### config.mk
export PLATFORM = sky130hd
export DESIGN_NAME = mem_write_demux
export DESIGN_NICKNAME = d
export VERILOG_FILES = /design/src/rtl/mem_write_demux.sv
export SDC_FILE = /design/constraint.sdc
export NUM_CORES = 1
export LEC_CHECK = 0
export BUFFER_PORTS_ARGS = -buffer_cell sky130_fd_sc_hd__buf_2
export CORE_ASPECT_RATIO = 1.4
export CORE_MARGIN = 5
export CORE_UTILIZATION = 51
export CTS_BUF_LIST = sky130_fd_sc_hd__clkbuf_8
export CTS_CLUSTER_SIZE = 14
export DETAILED_ROUTE_END_ITERATION = 8
export PLACE_DENSITY = 0.87
export SYNTH_ARGS = -nofsm -noshare
export SYNTH_HDL_FRONTEND = slang
export SYNTH_SLANG_ARGS = --single-unit
### constraint.sdc
create_clock -name Clk -period 1.99 [get_ports Clk]
set_input_delay 0.398 -clock Clk [delete_from_list [all_inputs] [get_ports Clk]]
set_output_delay 0.398 -clock Clk [all_outputs]
set_load 0.01 [all_outputs]
### src/rtl/mem_write_demux.sv
// Purpose : routes one accepted CPU write to SRAM, the hex-display register or the LED register.
// Latency : done pulses 1 cycle after accept for I/O writes, SRAM_WAIT+1 cycles after accept for SRAM.
// Backpr. : req_ready is high only in IDLE; a held request is taken on the first IDLE edge.
//
// Ports:
//   Clk, Reset_n             clock (rising edge) and asynchronous active-low reset
//   req_valid/req_ready      request handshake; req_addr/req_data sampled only at accept
//   done                     one-cycle completion pulse
//   sram_we/addr/wdata       SRAM strobe and latched address/data
//   hex_out, led_out         memory-mapped I/O registers
module mem_write_demux #(
    parameter int                 DATA_W    = 16,
    parameter int                 SRAM_WAIT = 2,
    parameter logic [DATA_W-1:0]  HEX_ADDR  = {DATA_W{1'b1}},
    parameter logic [DATA_W-1:0]  LED_ADDR  = {{(DATA_W-1){1'b1}}, 1'b0}
) (
    input  logic              Clk,
    input  logic              Reset_n,
    input  logic              req_valid,
    output logic              req_ready,
    input  logic [DATA_W-1:0] req_addr,
    input  logic [DATA_W-1:0] req_data,
    output logic              done,
    output logic              sram_we,
    output logic [DATA_W-1:0] sram_addr,
    output logic [DATA_W-1:0] sram_wdata,
    output logic [DATA_W-1:0] hex_out,
    output logic [DATA_W-1:0] led_out
);

    localparam int CNT_W = 4;

    localparam logic [1:0] ST_IDLE    = 2'd0;
    localparam logic [1:0] ST_SRAM_WR = 2'd1;
    localparam logic [1:0] ST_DONE    = 2'd2;

    logic [1:0]        state_q, state_d;
    logic [CNT_W-1:0]  cnt_q, cnt_d;
    logic [DATA_W-1:0] hex_q, hex_d;
    logic [DATA_W-1:0] led_q, led_d;
    logic [DATA_W-1:0] sram_addr_q, sram_addr_d;
    logic [DATA_W-1:0] sram_wdata_q, sram_wdata_d;

    always_comb begin
        state_d      = state_q;
        cnt_d        = cnt_q;
        hex_d        = hex_q;
        led_d        = led_q;
        sram_addr_d  = sram_addr_q;
        sram_wdata_d = sram_wdata_q;

        case (state_q)
            ST_IDLE: begin
                // req_ready is implied by being in IDLE, so valid alone is the accept
                if (req_valid) begin
                    if (req_addr == HEX_ADDR) begin
                        hex_d   = req_data;
                        state_d = ST_DONE;
                    end else if (req_addr == LED_ADDR) begin
                        led_d   = req_data;
                        state_d = ST_DONE;
                    end else begin
                        sram_addr_d  = req_addr;
                        sram_wdata_d = req_data;
                        // cnt counts down from SRAM_WAIT-1 to 0, giving SRAM_WAIT strobe cycles
                        cnt_d        = CNT_W'(SRAM_WAIT - 1);
                        state_d      = ST_SRAM_WR;
                    end
                end
            end
            ST_SRAM_WR: begin
                if (cnt_q != '0) begin
                    cnt_d = cnt_q - CNT_W'(1);
                end else begin
                    state_d = ST_DONE;
                end
            end
            ST_DONE: begin
                state_d = ST_IDLE;
            end
            default: begin
                state_d = ST_IDLE;
            end
        endcase
    end

    always_ff @(posedge Clk or negedge Reset_n) begin
        if (!Reset_n) begin
            state_q      <= ST_IDLE;
            cnt_q        <= '0;
            hex_q        <= '0;
            led_q        <= '0;
            sram_addr_q  <= '0;
            sram_wdata_q <= '0;
        end else begin
            state_q      <= state_d;
            cnt_q        <= cnt_d;
            hex_q        <= hex_d;
            led_q        <= led_d;
            sram_addr_q  <= sram_addr_d;
            sram_wdata_q <= sram_wdata_d;
        end
    end

    // All handshake/strobe outputs decode straight from the state register,
    // so an asynchronous reset drops sram_we without waiting for an edge.
    assign req_ready  = (state_q == ST_IDLE);
    assign sram_we    = (state_q == ST_SRAM_WR);
    assign done       = (state_q == ST_DONE);
    assign sram_addr  = sram_addr_q;
    assign sram_wdata = sram_wdata_q;
    assign hex_out    = hex_q;
    assign led_out    = led_q;

endmodule

==> impl_metrics.py, run 1 <==
metrics = {
    "global_route": {
        "gr-usage-all-layers_pct": 18.8,
        "grt_max_degree": 71,
        "globalRouteOverflowTotal": 0,
        "grt_busiest_layer": "met2",
        "use_met3_pct": 3.40,
        "use_met1_pct": 21.6,
        "use_met2_pct": 32.8,
        "grt_pass1_wl_um": 10300,
        "antenna_found_initial": 0,
        "grt_pass1_vias": 2138,
    },
    "sta": {
        "rsz0062_at_grt": "false",
        "period_minus_slack_ns": 1.92,
        "max_slew_margin_pct": 64.4,
        "final-hold-violation-count": 0,
        "max_freq_mhz": 522,
        "finalCritPeriodShare_pct": 96.3,
        "slew_viol_final": 0,
        "worst_pin_slew_ns": 0.533,
        "setup_viol_count_final": 0,
        "finClkSkew_ns": 0.00568,
    },
    "finish": {
        "final_common_cell": "buf_2",
        "area_growth_pct": 33.7,
        "layout_common_cells": "buf_2 (101), dfrtp_1 (70), mux2_2 (55)",
        "drive_gt1_share_pct": 65.8,
        "n_fill_cell": 395,
        "fin_nets": 339,
        "final_cells": 375,
        "diodes": 0,
        "final_util_pct": 69.2,
    },
    "clock_network": {
        "clk_pin_slew_ns": 0.07,
        "cts.sink_count": 70,
        "cts_buffers": 9,
        "root_buffer": "clkbuf_8",
        "insertion_delay_ns": 0.33,
        "cts_buffer_depth": 2,
        "cts_hold_buf": 0,
        "tritoncts": "done",
        "cts.htree.levels": 3,
    },
    "routing": {
        "drc": 0,
        "drtAntennaViolNets": 0,
        "avgRoutedWirePerCell_um": 16.9,
        "dr.pass1.iters": 4,
        "drt_iter0_drc": 64,
        "drt_wl_total_um": 6340,
        "vias": 1914,
        "vias_per_cell": 5.10,
    },
    "floorplan": {
        "rows": 32,
        "die_x_um": 72.8,
        "die_y_um": 98.0,
        "io_pins": 102,
        "core_um2": 5450,
        "die_area_um2": 7140,
        "floorplan.initialDensity_pct": 51.8,
    },
    "setup_path": {
        "worstPathMaxFanout": 8,
        "worstSetupEndpointType": "register",
        "critPathKind": "reg -> reg",
        "start_kind": "register",
        "required_ns": 2.21,
        "cp-startpoint": "state_q[1]",
        "cp.arrival_ns": 2.13,
        "timing.rr.start": "state_q[1]",
    },
    "place": {
        "place_congestion": 0.828,
        "hpwl_um": 4350,
        "io_buffers": 101,
        "post-place-cells": 355,
    },
    "flow_run": {
        "maxCapViolations": 0,
    },
    "power": {
        "p_int_mw": 3.34,
        "power.share.switching_pct": 30.3,
        "p_switching_mw": 1.45,
        "p_total_mw": 4.79,
        "clkPwrFrac_pct": 25.4,
        "power_density_nw_per_um2": 1270,
        "p_comb_share_pct": 32.5,
        "leakage_nw": 2.05,
        "ir_drop_mv": 0.706,
        "p_seq_share_pct": 42.1,
    },
    "synthesis": {
        "ys.flop_type": "dfrtp_1",
        "async_flop_share_pct": 100,
        "synthCells": 178,
        "synth_fp_nets": 215,
        "avgSynthCellArea_um2": 15.8,
        "synth_edf_count": 0,
        "synth_cell_types": 28,
        "yosysWarnings": 0,
        "ys_ff_latch": 70,
        "ys_seq_area_share_pct": 62.1,
        "syn_area_um2": 2820,
    },
    "run_status": {
        "status": "finished clean",
    },
    "worst_hold_path": {
        "min_path_type": "in -> async",
    },
}
==> Yosys cell counts (2+ instances only) <==
cell type | count | area [um2]
mux2_2 | 55 | 619
buf_2 | 3 | 15.0
nand4_1 | 3 | 18.8
buf_6 | 2 | 22.5
mux2_4 | 10 | 150
inv_1 | 5 | 18.8
o21ai_0 | 2 | 10.0
dfrtp_1 | 70 | 1750
nor2_1 | 7 | 26.3
nor4_1 | 2 | 12.5
ha_1 | 2 | 25.0
==> timing repair <==
action,4_1_cts,5_1_grt
hold endpoints to repair,0,0
endpoints found under the setup margin,48,32
gates resized for setup,1,0
gates cloned,1,1
setup buffers,1,2
pin swaps,1,3
==> worst paths after layout <==
kind / depth (start not counted) / slack (ns) / to
max: 5 / 0.07 / hex_out[13]
min: 2 / 0.07 / hex_out[7]
max reg2reg: 5 / 0.07 / hex_out[13]
min reg2reg: 1 / 0.50 / led_out[2]
max in group asynchronous: 2 / 1.61 / hex_out[0]
min in group Clk: 2 / 0.31 / sram_addr[4]
==> kinds of logic (layout without fill, tap and decap cells) <==
kind of cell	Yosys count	in the layout	share of synthesized area, %
DFF	70	70	62.1
muxes	65	65	27.3
adders and majority gates	2	2	0.887
AOI/OAI and AO/OA	8	8	1.82
and+or+nand+nor	23	24	5.90
buffers and inverters	10	138	2.00
==> through the flow <==
stage                     setup WS (ns)  cell area [um2]  hold WS [ns]  setup TNS, ns
after global placement           -0.195             3490         0.445          -7.39
after CTS                        0.0186             3740        0.0911              0
after floorplan                   0.179             2820         0.102              0
after detailed placement         -0.192             3490         0.444          -7.91
final                            0.0737             3770        0.0673              0
after global routing             0.0189             3770         0.105              0
==> metal layers <==
layer	wire (um)	share of wire, %	vias up
met5	0	0	-
li1	-	-	890
met2	3520	56	52
met1	2430	38	963
met3	269	4.2	9
met4	117	1.8	0
==> worst max-delay path: stages, from the launching register on <==
cell and delay [ns]:
dfrtp_1 0.38, or3b_4 0.42, nor4_4 0.37, nand3_4 0.14
clkbuf_16 0.19, mux2_4 0.29
==> registers in the layout (all words and copies together), names as in the netlist <==
signal,count
hex_out,16
sram_addr,16
sram_wdata,16
cnt_q,4
state_q,2
led_out,16
==> power groups by stage <==
stage          Sequential, mW  Combinational [mW]  Clock (mW)
2_1_floorplan            2.19               0.697           0
3_3_place_gp             2.03                1.48           0
3_5_place_dp             2.04                1.54           0
4_1_cts                  2.02                1.57        1.24
5_1_grt                  2.06                1.70        1.31
6_report                 2.02                1.56        1.22
==> final cells by class <==
type	instances	area, um2	area share (%)
clock buffers	10	138	3.65
clock inverters	6	77.6	2.06
inverters	5	18.8	0.498
multi-input cells	99	1030	27.3
flip-flops and latches	70	1750	46.5
well taps	68	85.1	2.26
repair buffers	117	668	17.7
Power figures use the tool's default switching activity.
==> inputs of run 2 (changes only) <==
==> constraint.sdc (replaced) <==
create_clock -name Clk -period 1.99 [get_ports Clk]
set_input_delay 0.199 -clock Clk [delete_from_list [all_inputs] [get_ports Clk]]
set_output_delay 0.199 -clock Clk [all_outputs]
set_load 0.01 [all_outputs]
==> run 2 against run 1 <==
- the run now ends with negative setup slack left
- sequential cell count did not move
- cell area fell by 1.9%
- combinational power barely moved
- critical path depth rose by 2
- die area did not move
- first-iteration DRC count rose by 75%
- sequential share of layout area rose by 0.90 points
- hold slack improved by 0.049 ns
- cell count fell by 1.1%
- maximum frequency fell by 4.0%
- clock power fell by 17%
- power fell by 4.3%
- largest cell class unchanged
==> impl_metrics.py, run 2 (synthesis gave the netlist of run 1 again) <==
metrics = {
    "sta": {
        "slew_viol_final": 0,
        "finalCritPeriodShare_pct": 100,
        "finClkSkew_ns": 0.0124,
        "setup_viol_count_final": 4,
        "max_slew_margin_pct": 63.9,
        "max_freq_mhz": 501,
        "tns_ns": -0.0141,
        "worst_pin_slew_ns": 0.537,
        "period_minus_slack_ns": 2.00,
        "final-hold-violation-count": 0,
        "fin_ws_ns": -0.00597,
    },
    "finish": {
        "design_area_um2": 3700,
        "fin_nets": 337,
        "layout_common_cells": "buf_2 (101), dfrtp_1 (70), mux2_2 (55)",
        "area_growth_pct": 31.1,
        "drive_gt1_share_pct": 65.3,
        "diodes": 0,
        "final_common_cell": "buf_2",
    },
    "worst_hold_path": {
        "min_path_type": "in -> reg",
        "whs_path_depth": 2,
        "worstHoldStart": "req_addr[10]",
        "min_to": "sram_addr[10]",
    },
    "routing": {
        "avgRoutedWirePerCell_um": 18.1,
        "vias": 1977,
        "drc": 0,
        "drtAntennaViolNets": 0,
        "drt_wl_total_um": 6700,
        "dr.pass1.iters": 4,
        "vias_per_cell": 5.33,
        "drt_iter0_drc": 112,
    },
    "setup_path": {
        "required_ns": 2.20,
        "cpPeakStageDelay_ns": 0.41,
        "regToRegEndpoint": "hex_out[6]",
        "r2r_setup_slack_ns": -0.006,
        "crit_chain": "or3b_4 > buf_4 > nor4_4 > buf_4 > nand3_4 > buf_12 > mux2_4",
        "cp-startpoint": "state_q[1]",
        "cpLargestDelayFamily": "simple AND/OR/NAND/NOR gates",
        "rr_worst_depth": 7,
        "cp.arrival_ns": 2.21,
        "worstSetupEndpointType": "register",
        "worstPathMaxFanout": 16,
        "cp_slowest_cell": "or3b_4",
        "critPathKind": "reg -> reg",
        "timing.rr.start": "state_q[1]",
        "cpMostUsedCell": "buf_4",
        "start_kind": "register",
        "path_buf_inv": 3,
    },
    "power": {
        "p_seq_share_pct": 44.0,
        "p_int_mw": 3.13,
        "clkPwrFrac_pct": 22.0,
        "power_density_nw_per_um2": 1240,
        "power.share.switching_pct": 31.7,
        "p_comb_share_pct": 34.0,
        "leakage_nw": 2.01,
        "p_switching_mw": 1.45,
        "p_total_mw": 4.58,
        "ir_drop_mv": 0.631,
    },
    "global_route": {
        "gr-usage-all-layers_pct": 19.3,
        "antenna_found_initial": 0,
        "grt_max_degree": 71,
        "grt_pass1_vias": 2184,
        "grt_pass1_wl_um": 10600,
        "globalRouteOverflowTotal": 0,
    },
    "clock_network": {
        "tritoncts": "done",
        "cts.htree.levels": 3,
        "insertion_delay_ns": 0.34,
        "cts.sink_count": 70,
        "cts_buffers": 9,
        "root_buffer": "clkbuf_8",
        "clk_pin_slew_ns": 0.07,
        "cts_buffer_depth": 2,
    },
    "place": {
        "hpwl_um": 4530,
        "place_area_um2": 3460,
        "io_buffers": 101,
        "place_congestion": 0.796,
    },
    "flow_run": {
        "maxCapViolations": 0,
    },
    "floorplan": {
        "die_area_um2": 7140,
        "die_y_um": 98.0,
        "io_pins": 102,
        "floorplan.initialDensity_pct": 51.8,
        "rows": 32,
        "core_um2": 5450,
        "die_x_um": 72.8,
    },
    "run_status": {
        "status": "finished, violations left",
        "violations": "negative setup slack",
    },
}
==> run 2: layout make-up <==
class	count	area [um2]
multi-input combinational	99	1030
timing repair buffer	115	638
tap	68	85.1
clock inverter	2	8.76
fill	410	1750
sequential	70	1750
inverter	5	18.8
clock buffer	12	165
==> run 2: power groups by stage <==
stage	sequential [mW]	clock (mW)	combinational, mW
after floorplan	2.19	0	0.697
after global placement	2.02	0	1.46
after detailed placement	2.04	0	1.53
after CTS	2.02	1.03	1.55
after global routing	2.05	1.10	1.69
final	2.02	1.01	1.56
==> run 2: how the worst max path moves through the flow <==
| stage | slack [ns] | depth (start not counted) | end |
|---|---|---|---|
| global route | -0.03 | 7 | hex_out[6] |
| CTS | -0.007 | 5 | led_out[11] |
| finish | -0.006 | 7 | hex_out[6] |
| floorplan | 0.18 | 5 | hex_out[10] |
| global placement | -0.08 | 5 | hex_out[8] |
| detailed placement | -0.11 | 5 | hex_out[6] |
==> run 2: what timing repair did <==
action                                  in CTS  in global routing
endpoints found under the hold margin       70                  0
gates cloned                                 1                  0
hold buffers                                 1                  0
pin swaps                                    1                  3
setup buffers                                1                  3
gates resized for setup                      1                  0
endpoints found under the setup margin      48                 32
==> run 2: per-stage QoR <==
step / hold WS, ns / instances / util (%) / setup WS (ns)
after CTS: 0.0977 / 368 / 67.5 / -0.00697
after global placement: 0.245 / 351 / 63.6 / -0.0787
after floorplan: -0.0966 / 178 / - / 0.179
final: 0.116 / 371 / 67.9 / -0.00597
after detailed placement: 0.254 / 351 / 63.6 / -0.111
after global routing: 0.110 / 371 / 67.9 / -0.0307
==> run 2: routing by layer <==
metal	wire length (um)	share of wire, %	global-route usage [%]	vias up
li1	-	-	-	885
met1	2430	36	21.1	1009
met2	3720	56	34.3	64
met3	340	5.1	4.43	19
met4	213	3.2	8.81	0
met5	0	0	0	-
